## config.mk

```make
export PLATFORM = sky130hd
export DESIGN_NAME = led_frame_buffer
export DESIGN_NICKNAME = d
export VERILOG_FILES = /design/src/rtl/led_frame_buffer.sv
export SDC_FILE = /design/constraint.sdc
export NUM_CORES = 1
export LEC_CHECK = 0
export CAP_MARGIN = 20
export CORE_MARGIN = 5
export CORE_UTILIZATION = 31
export DETAILED_ROUTE_END_ITERATION = 7
export GPL_ROUTABILITY_DRIVEN = 0
export SLEW_MARGIN = 20
export SYNTH_ARGS = -nofsm -noshare
export SYNTH_HDL_FRONTEND = slang
export SYNTH_SLANG_ARGS = --single-unit
```

## constraint.sdc

```tcl
create_clock -name clk -period 7.2 [get_ports clk]
set_input_delay 0.72 -clock clk [delete_from_list [all_inputs] [get_ports clk]]
set_output_delay 0.72 -clock clk [all_outputs]
set_load 0.1 [all_outputs]
```

## src/rtl/led_frame_buffer.sv

```systemverilog
// Double-buffered DIM_X x DIM_Y LED frame store with tick-paced swap and row-serial back-buffer clear.
// Optional: define FB_AUTO_CLEAR_EN to clear the new back buffer automatically after every swap.

module led_fb_row #(
   parameter int W = 6
) (
   input  logic [W-1:0] cur,
   input  logic         wr_en,
   input  logic [1:0]   op,
   input  logic [2:0]   x,
   input  logic [W-1:0] data,
   input  logic         clr,
   output logic [W-1:0] nxt
);
   logic [W-1:0] mask;

   assign mask = W'(1) << x;

   always_comb begin
      nxt = cur;
      if (clr) begin
         nxt = '0;
      end else if (wr_en) begin
         case (op)
            2'b00:   nxt = cur | mask;
            2'b01:   nxt = cur & ~mask;
            2'b10:   nxt = cur ^ mask;
            default: nxt = data;
         endcase
      end
   end
endmodule

module led_frame_buffer #(
   parameter int DIM_X = 6,
   parameter int DIM_Y = 6
) (
   input  logic                   clk,
   input  logic                   rst,
   input  logic                   wr_valid,
   output logic                   wr_ready,
   input  logic [1:0]             wr_op,
   input  logic [2:0]             wr_x,
   input  logic [2:0]             wr_y,
   input  logic [DIM_X-1:0]       wr_data,
   input  logic                   clr_req,
   input  logic                   swap_req,
   input  logic                   frame_tick,
   output logic                   swap_ack,
   output logic                   busy,
   output logic                   oob,
   output logic [DIM_X*DIM_Y-1:0] img
);
   localparam int RW = (DIM_Y > 1) ? $clog2(DIM_Y) : 1;

   typedef enum logic [1:0] {IDLE, CLEAR, SWAP_PEND} state_t;
   typedef logic [DIM_Y-1:0][DIM_X-1:0] frame_t;

   state_t          state, state_nxt;
   logic [RW-1:0]   row_cnt, row_nxt;
   logic            front_sel;
   frame_t          buf0, buf1, front, back, back_nxt;
   logic            wr_fire, in_range, clr_active, commit;

   assign front    = front_sel ? buf1 : buf0;
   assign back     = front_sel ? buf0 : buf1;
   assign wr_ready = (state == IDLE) & ~clr_req & ~swap_req;
   assign wr_fire  = wr_valid & wr_ready;
   // Row writes ignore x, so only y bounds them.
   assign in_range = (32'(wr_y) < DIM_Y) && ((wr_op == 2'b11) || (32'(wr_x) < DIM_X));
   assign swap_ack = commit;
   assign busy     = (state != IDLE);

   for (genvar y = 0; y < DIM_Y; y++) begin : g_row
      led_fb_row #(.W(DIM_X)) u_row (
         .cur   (back[y]),
         .wr_en (wr_fire & in_range & (32'(wr_y) == y)),
         .op    (wr_op),
         .x     (wr_x),
         .data  (wr_data),
         .clr   (clr_active & (32'(row_cnt) == y)),
         .nxt   (back_nxt[y])
      );
   end

   always_comb begin
      state_nxt  = state;
      row_nxt    = row_cnt;
      clr_active = 1'b0;
      commit     = 1'b0;
      case (state)
         IDLE: begin
            if (clr_req) begin
               state_nxt = CLEAR;
               row_nxt   = '0;
            end else if (swap_req) begin
               state_nxt = SWAP_PEND;
            end
         end
         CLEAR: begin
            clr_active = 1'b1;
            if (32'(row_cnt) == DIM_Y - 1) begin
               state_nxt = IDLE;
               row_nxt   = '0;
            end else begin
               row_nxt = row_cnt + RW'(1);
            end
         end
         SWAP_PEND: begin
            if (frame_tick) begin
               commit = 1'b1;
`ifdef FB_AUTO_CLEAR_EN
               state_nxt = CLEAR;
               row_nxt   = '0;
`else
               state_nxt = IDLE;
`endif
            end
         end
         default: state_nxt = IDLE;
      endcase
   end

   always_ff @(posedge clk) begin
      if (rst) begin
         state     <= IDLE;
         row_cnt   <= '0;
         front_sel <= 1'b0;
         buf0      <= '0;
         buf1      <= '0;
         img       <= '0;
         oob       <= 1'b0;
      end else begin
         state   <= state_nxt;
         row_cnt <= row_nxt;
         if (commit) front_sel <= ~front_sel;
         if (front_sel) buf0 <= back_nxt;
         else           buf1 <= back_nxt;
         // Load the committing buffer directly so img follows swap_ack by one cycle.
         img <= commit ? back : front;
         oob <= wr_fire & ~in_range;
      end
   end
endmodule
```

* Word-level counts from Yosys, hierarchy flattened
Cells that the tools add are included.
** Storage, ports and cells
- Register bits :: 115
- Latch bits :: 0
- Bits in writable memories :: 0
- ROM bits :: 0
- Word-level logic and storage cells :: 122
- Memories :: 0
** Cells by class
- Add/subtract/negate cells :: 1
- Multiply operators :: 0
- Div/mod/pow operators :: 0
- $lt $le $gt $ge :: 2
- Equality and inequality tests :: 19
- Shifts and indexed selects :: 1
- Mux-type cells :: 32
- Bitwise logic cells :: 40
- Reductions and logical operators :: 10
** Operators with widths (number)
- 36-bit two-way mux :: 3
- 6-bit case mux with 3 select lines :: 6
- 6-bit two-way mux :: 12
- 6-bit bitwise AND :: 6
- 6-bit OR :: 6
- 6-bit bitwise XOR :: 6
- 1-bit bitwise AND :: 17
- 3-bit by 2-bit == test with 1-bit output, second input constant :: 4
- 3-bit == test, second input constant :: 4
- 2-bit two-way mux :: 4
- 2-bit == test, second input constant :: 3
- 3-bit by 1-bit == test with 1-bit output, second input constant :: 2
- 3-bit zero test :: 2
- 3-bit less-than comparator, second input constant :: 2
- 3-bit two-way mux :: 2
- 2-bit != test, second input constant :: 3
- 6-bit NOT :: 1
- 2-bit case mux with 3 select lines :: 1
- 3-bit case mux with 2 select lines :: 1
- 1-bit by 3-bit left shift with 6-bit output, first input constant :: 1
- 2-bit by 1-bit == test with 1-bit output, second input constant :: 2
- 2-bit zero test :: 2
- 1-bit NOT :: 4
- 2-bit nonzero test :: 2
- 7 further kinds :: 9

* Logic depth before layout (Yosys ltp)
Gate-level depths: netlist (run 1).
- Depth after elaboration :: 8
- Mapped depth :: 11
- Gate-level depth less buffers :: 7

* Hierarchy
Synthesis (run 1) repeated with hierarchy kept, for this count alone.
** Unflattened totals
- Cells, all modules :: 1063
- Area total of the unflattened synthesis :: 8343.0 sq um
** Modules (own cells, without submodules)
- led_frame_buffer :: times used 1, cells an instance 646, area an instance 5212.5 sq um, seq. area each 2302.2 sq um
- led_fb_row (g_row[4].u_row ...) :: times used 2, cells an instance 69, area an instance 515.5 sq um, seq. area each 0.0 sq um
- led_fb_row (g_row[1].u_row) :: times used 1, cells an instance 67, area an instance 534.3 sq um, seq. area each 0.0 sq um
- led_fb_row (g_row[0].u_row) :: times used 1, cells an instance 69, area an instance 530.5 sq um, seq. area each 0.0 sq um
- led_fb_row (g_row[2].u_row) :: times used 1, cells an instance 71, area an instance 518.0 sq um, seq. area each 0.0 sq um
- led_fb_row (g_row[3].u_row) :: times used 1, cells an instance 72, area an instance 516.7 sq um, seq. area each 0.0 sq um

* Least setup slack after synthesis (run 1)
No wires, ideal clock.
- Path type :: reg2reg
- Start :: register front_sel
- End :: register buf1[17] (netlist name)
- Arrival time :: 2.741 ns
- Required time :: 7.083 ns
- Slack :: 4.342 ns
- Stages on the path, launching flop included :: 11
- Path buffers :: 4
- Period minus slack after synthesis :: 2.858 ns
- Path through :: dfxtp_1 -> buf_2 -> buf_2 -> buf_1 -> buf_2 -> mux2_2 -> ha_1 -> inv_1 -> mux4_2 -> and3_1 -> a22o_1
** Between the ends
- Cells in the longest elaborated chain, start to end :: 5
** Ends and longest elaborated chain
- start, declared :: RTL line 61 : logic front_sel;
- start signal, assigned :: RTL line 136 : if (commit) front_sel <= ~front_sel;
- 36-bit two-way mux :: RTL line 66 : assign back = front_sel ? buf0 : buf1;
- 6-bit bitwise XOR, or another cell as far along :: RTL line 27 : 2'b10: nxt = cur ^ mask;
- 6-bit case mux with 3 select lines :: RTL line 24 : case (op)
- 6-bit two-way mux :: RTL line 23 : end else if (wr_en) begin
- 6-bit two-way mux :: RTL line 21 : if (clr) begin
- end signal, assigned :: RTL line 138 : else buf1 <= back_nxt;
- end, declared :: RTL line 62 : frame_t buf0, buf1, front, back, back_nxt;
Several ways; a longest one is shown, not always the timed one.
A chain may end at the register's enable or synchronous reset.

* Worst setup path in the final report (run 1)
- Start :: input clr_req
- End :: output wr_ready
** Between the ends
- Cells in the longest elaborated chain, start to end :: 3
** Ends and longest elaborated chain
- start, declared :: RTL line 46 : input logic clr_req,
- 1-bit NOT :: RTL line 67 : assign wr_ready = (state == IDLE) & ~clr_req & ~swap_req;
- 1-bit bitwise AND (2 in a row) :: RTL line 67
- end, declared :: RTL line 41 : output logic wr_ready,
Every way passes these cells.

==> impl_metrics.yaml, run 1 <==
status:
  status: "finished clean"
synth:
  synth-edff-count: 0
  netlist_area_um2: 6320
  avgSynthCellArea_um2: 9.16
  synthMostInstantiatedCell: "dfxtp_1"
  ys_types: 56
  yosys_warnings: 0
  synth_seq_area_share: 0.364
  syn_inst: 690
  ys_ff_latch: 115
  yosysTopAreaCellShare: 0.364
  synth_commonest_cells: "dfxtp_1 (115), nand2_1 (92), a21oi_1 (50), ha_1 (48), inv_1 (47)"
  synthFlopType: "dfxtp_1"
  synth_top_area_cell: "dfxtp_1"
  synth_area_leaders: "dfxtp_1 (36%), ha_1 (9.5%), mux2_2 (5.5%)"
  synthArstFlopShare: 0
  synth_fp_nets: 758
layout:
  fill_cells: 2050
  nets: 808
  multiInputGateArea_um2: 3690
  final_layout_size_suffix_gt1_frac: 0.137
  fin_cells: 1023
  antennaDiodeCount: 0
  area.growth.synth_to_final_pct: 23.4
  regArea_um2: 2300
worst_setup_path:
  crit_path_end_kind: "output port"
  cpMostUsedCell: "clkdlybuf4s50_1"
  crit_required_ps: 6480
  r2r_slack_ps: 4250
  critPathArrivalTime_ps: 3020
  critPathSlowestCell: "clkdlybuf4s50_1"
  worstSetupPathType: "input port to output port"
  crit_chain: "clkdlybuf4s50_1 -> or4_4 -> inv_2 -> clkdlybuf4s50_1"
  critPathMaxStageDelay_ps: 1140
  worstPathMaxFanout: 8
  worstRegToRegCells: 7
  start_kind: "input port"
cts:
  htree_levels: 4
  cts_tree: "built"
  cts_buffer_depth: 2
  cts_buffers: 17
  insertion_delay_ps: 420
  clk_pin_slew_ps: 50
  cts_setup_buffers: 0
  cts-root-buf: "clkbuf_16"
  hold_buffers: 0
  cts_resized: 0
  cts.sinks: 115
floorplan:
  io_pins: 60
  die_height_um: 153
  core_area_um2: 20200
  dieArea_um2: 23300
  initial_utilization: 0.313
  die_x_um: 153
  num_rows: 52
sta:
  slew_viol_final: 0
  holdWs_ps: 458
  slew_headroom: 0.252
  rsz0062_at_grt: "no"
  hold_viol: 0
  tns_ps: 0
  setup_ws_ps: 3460
  clock_skew_ps: 7.50
  min_period_ps: 3740
  finalCritPeriodShare: 0.519
  setup_violations: 0
  worst_slew_pin_slew_ps: 1120
  timing.fmax_mhz: 267
global_routing:
  grt_pass1_vias: 5290
  grt_remaining_overflow: 0
  grt_start_max_net_pins: 75
  grt_use_total: 0.157
  grt_pass1_wl_mm: 29.2
  antenna_found_initial: 0
placement:
  numPortBuffers: 59
  dp_cells: 990
  pre_cts_ws_ps: 3470
  hpwlAfterDp_mm: 12.0
pwr:
  p_int_mw: 1.27
  power_frac_seq: 0.376
  p_per_area_nw_per_um2: 219
  clock_power_share: 0.533
  combPwrFrac: 0.091
  peakVddDrop_uv: 169
  power_mw: 1.71
  p_sw_frac: 0.256
  leakage_nw: 2.85
  p_sw_mw: 0.438
route:
  drt_iter0_drc: 335
  routed_wl_mm: 18.2
  dr.pass1.iters: 5
  antenna_left: 0
  viasPerCell: 5.33
  vias: 5452
  routedWlPerCell_um: 17.8
  route.detailed.drc: 0
hold_path:
  hold_path_class: "flip-flop to flip-flop"
  worstHoldPathCells: 2
run:
  max_cap_violations: 0
-- power by group through the flow --
| stage | sequential (mW) | clock, mW | combinational (mW) |
|---|---|---|---|
| 5_1_grt | 0.645 | 0.963 | 0.168 |
| 6_report | 0.644 | 0.912 | 0.155 |
| 2_1_floorplan | 0.655 | 0 | 0.104 |
| 4_1_cts | 0.644 | 0.928 | 0.154 |
| 3_3_place_gp | 0.658 | 0 | 0.152 |
| 3_5_place_dp | 0.658 | 0 | 0.153 |
-- kinds of logic (layout without fill, tap and decap cells) --
| logic type | after synthesis | after routing | share of synthesized area |
|---|---|---|---|
| adder cells (fa/ha/maj) | 48 | 48 | 0.0950 |
| AND/OR/NAND/NOR | 199 | 199 | 0.163 |
| multiplexers | 42 | 42 | 0.0865 |
| XOR/XNOR | 2 | 2 | 0.00277 |
| AO/OA/AOI/OAI | 198 | 198 | 0.234 |
| flip-flops | 115 | 115 | 0.364 |
| buffers and inverters | 86 | 149 | 0.0537 |
-- area by class of cell --
| cell class | count | share of cell area |
|---|---|---|
| Sequential cell | 115 | 0.295 |
| Clock inverter | 14 | 0.0255 |
| Multi-Input combinational cell | 489 | 0.474 |
| Inverter | 48 | 0.0231 |
| Clock buffer | 18 | 0.0550 |
| Timing Repair Buffer | 69 | 0.0841 |
| Tap cell | 270 | 0.0433 |
-- per-layer routing --
metal / global-route usage / wire (um)
met4: 0.0433 / 226
met1: 0.214 / 8370
met5: 0 / 0
met2: 0.249 / 8540
met3: 0.0381 / 1060
-- state kept, by name (all words and copies together), names as in the netlist --
| name | count |
|---|---|
| buf0 | 36 |
| buf1 | 36 |
| front_sel | 1 |
| img | 36 |
| oob | 1 |
| row_cnt | 3 |
| state | 2 |
-- final timing paths --
path | from | end
max | clr_req | wr_ready
min | buf1[20] | img[20]
max reg2reg | front_sel | buf1[17]
min reg2reg | buf1[20] | img[20]
-- stage by stage --
| step | util | instance area [um^2] |
|---|---|---|
| global placement | 0.355 | 7160 |
| CTS | 0.386 | 7790 |
| global route | 0.387 | 7800 |
| detailed placement | 0.355 | 7170 |
| finish | 0.387 | 7800 |
| floorplan | - | 6320 |
-- critical path, delay by kind of cell --
| family | cells | cell delay (ps) |
|---|---|---|
| buffers and inverters | 3 | 1700 |
| and+or+nand+nor | 1 | 590 |
-- layout by cell type (no fill, tap or decap), drive strengths merged, types with 11 or more instances in the layout --
master and instances:
nand2 92, nor2 15, o32ai 12, nor3 11
inv 52, dfxtp 115, o221ai 20, o2bb2ai 32
mux2 31, a21oi 50, clkbuf 18, buf 11
clkdlybuf4s50 57, ha 48, a22o 22, nor2b 31
o21ai 26
Note: power is estimated with default switching activity, not from simulation.
==> inputs of run 2 (changes only) <==
Clock period 7.2 ns to 3.21 ns, I/O delays scaled along.
==> run 2 against run 1 <==
  * Register-to-register slack worse by 3400 ps
  * Global-route usage grew 0.14 points
  * Die area unchanged
  * Wire length grew 1.6%
  * Combinational power rose by 130%
  * First-iteration DRC count is 34% higher
  * Critical path depth up 2
  * Critical endpoint is now buf1[35]
==> impl_metrics.yaml, run 2 (same netlist as run 1, synthesis figures left out) <==
worst_setup_path:
  r2r_slack_ps: 840
  critPathSlowestCell: "dfxtp_2"
  critPathMaxStageDelay_ps: 590
  critPathArrivalTime_ps: 2690
  crit_chain: "buf_12 -> mux2_2 -> ha_1 -> inv_1 -> mux4_2 -> a22o_1"
  worstPathMaxFanout: 30
  crit_path_end_kind: "flip-flop"
  crit_required_ps: 3520
  reg2reg_from: "front_sel"
  reg2reg_to: "buf1[35]"
  worstSetupPathType: "flip-flop to flip-flop"
  worstRegToRegCells: 6
  start_kind: "flip-flop"
layout:
  fin_util: 0.389
  area.growth.synth_to_final_pct: 24.2
  top_regs: "buf0 x36, buf1 x36, img x36"
  nets: 819
  layout_commonest_cell: "dfxtp_1"
  antennaDiodeCount: 0
  final_cell_mix: "dfxtp_1 (114), nand2_1 (92), clkdlybuf4s50_1 (54)"
  finalInstanceArea_um2: 7850
  final_layout_size_suffix_gt1_frac: 0.153
cts:
  insertion_delay_ps: 420
  cts_setup_buffers: 0
  cts_buffer_depth: 2
  cts.sinks: 115
  cts_buffers: 17
  hold_buffers: 0
  clk_pin_slew_ps: 50
  cts_tree: "built"
  cts-root-buf: "clkbuf_16"
  cts_resized: 0
  htree_levels: 4
global_routing:
  antenna_found_initial: 0
  grt_use_total: 0.158
  grt_pass1_vias: 5160
  grt_pass1_wl_mm: 29.3
  grt_remaining_overflow: 0
  grt_start_max_net_pins: 48
hold_path:
  min_from: "buf1[21]"
  holdPathEnd: "img[21]"
  hold_path_class: "flip-flop to flip-flop"
  worstHoldPathCells: 2
floorplan:
  dieArea_um2: 23300
  io_pins: 60
  num_rows: 52
  die_x_um: 153
  initial_utilization: 0.313
  die_height_um: 153
  core_area_um2: 20200
route:
  route.detailed.drc: 0
  dr.pass1.iters: 6
  routed_wl_mm: 18.5
  viasPerCell: 5.36
  vias: 5539
  drt_iter0_drc: 448
  antenna_left: 0
  routedWlPerCell_um: 17.9
sta:
  setup_violations: 0
  hold_viol: 0
  worst_slew_pin_slew_ps: 1000
  clock_skew_ps: 5.85
  setup_ws_ps: 837
  finalCritPeriodShare: 0.739
  slew_headroom: 0.328
  slew_viol_final: 0
  timing.fmax_mhz: 421
  rsz0062_at_grt: "no"
  min_period_ps: 2370
  tns_ps: 0
pwr:
  leakage_nw: 2.90
  power_mw: 3.65
  peakVddDrop_uv: 374
  p_per_area_nw_per_um2: 465
placement:
  hpwlAfterDp_mm: 13.0
  numPortBuffers: 59
  placed_area_um2: 7280
  pre_cts_ws_ps: 573
status:
  status: "finished clean"
run:
  max_cap_violations: 0
run 2: cell types whose count changed in the layout (fill, tap and decap cells not counted), moves of 2 or more:
cell / delta
buf_12: +3
buf_4: +13
bufinv_16: -2
clkdlybuf4s50_1: -3
clkinv_2: +4
inv_6: -3
run 2: area by class of cell:
class	count	area, um^2
multi-input combinational	489	3690
inverter	48	180
fill	2065	12300
timing repair buffer	80	768
clock buffer	17	425
sequential	115	2300
tap	270	338
clock inverter	14	140
run 2: report_power, final:
group | internal (mW) | switching (mW) | total [mW]
logic | 0.128 | 0.234 | 0.362
registers | 1.43 | 0.0104 | 1.44
clock network | 1.13 | 0.714 | 1.84
total | 2.69 | 0.958 | 3.65
run 2: critical path, delay by kind of cell, from the launching register on:
family                     cells  cell delay, ps
buffers and inverters          2             300
adders and majority gates      1             280
DFF                            1             590
muxes                          2             840
AOI/OAI and AO/OA              1             230
run 2: per-layer routing:
| metal | track usage | wire, um | vias to the layer above |
|---|---|---|---|
| met5 | 0 | 0 | - |
| met4 | 0.0433 | 214 | 0 |
| met3 | 0.0386 | 941 | 16 |
| met2 | 0.244 | 8540 | 149 |
| met1 | 0.222 | 8800 | 2700 |
| li1 | - | - | 2674 |
run 2: worst max path at each step:
stage          slack (ps)  cells past startpoint       end  startpoint
3_5_place_dp          570                      5  buf0[29]     wr_y[1]
4_1_cts               860                      6  buf1[35]   front_sel
3_3_place_gp          600                      5  buf0[29]     wr_y[1]
6_report              840                      6  buf1[35]   front_sel
5_1_grt               750                      7  buf0[13]   front_sel
2_1_floorplan         350                     10  buf1[17]   front_sel
run 2: metrics by stage:
stage               cells  hold slack, ps
global placement     1002             448
global route         1033             484
floorplan             690             436
detailed placement   1002             451
CTS                  1033             459
finish               1033             456
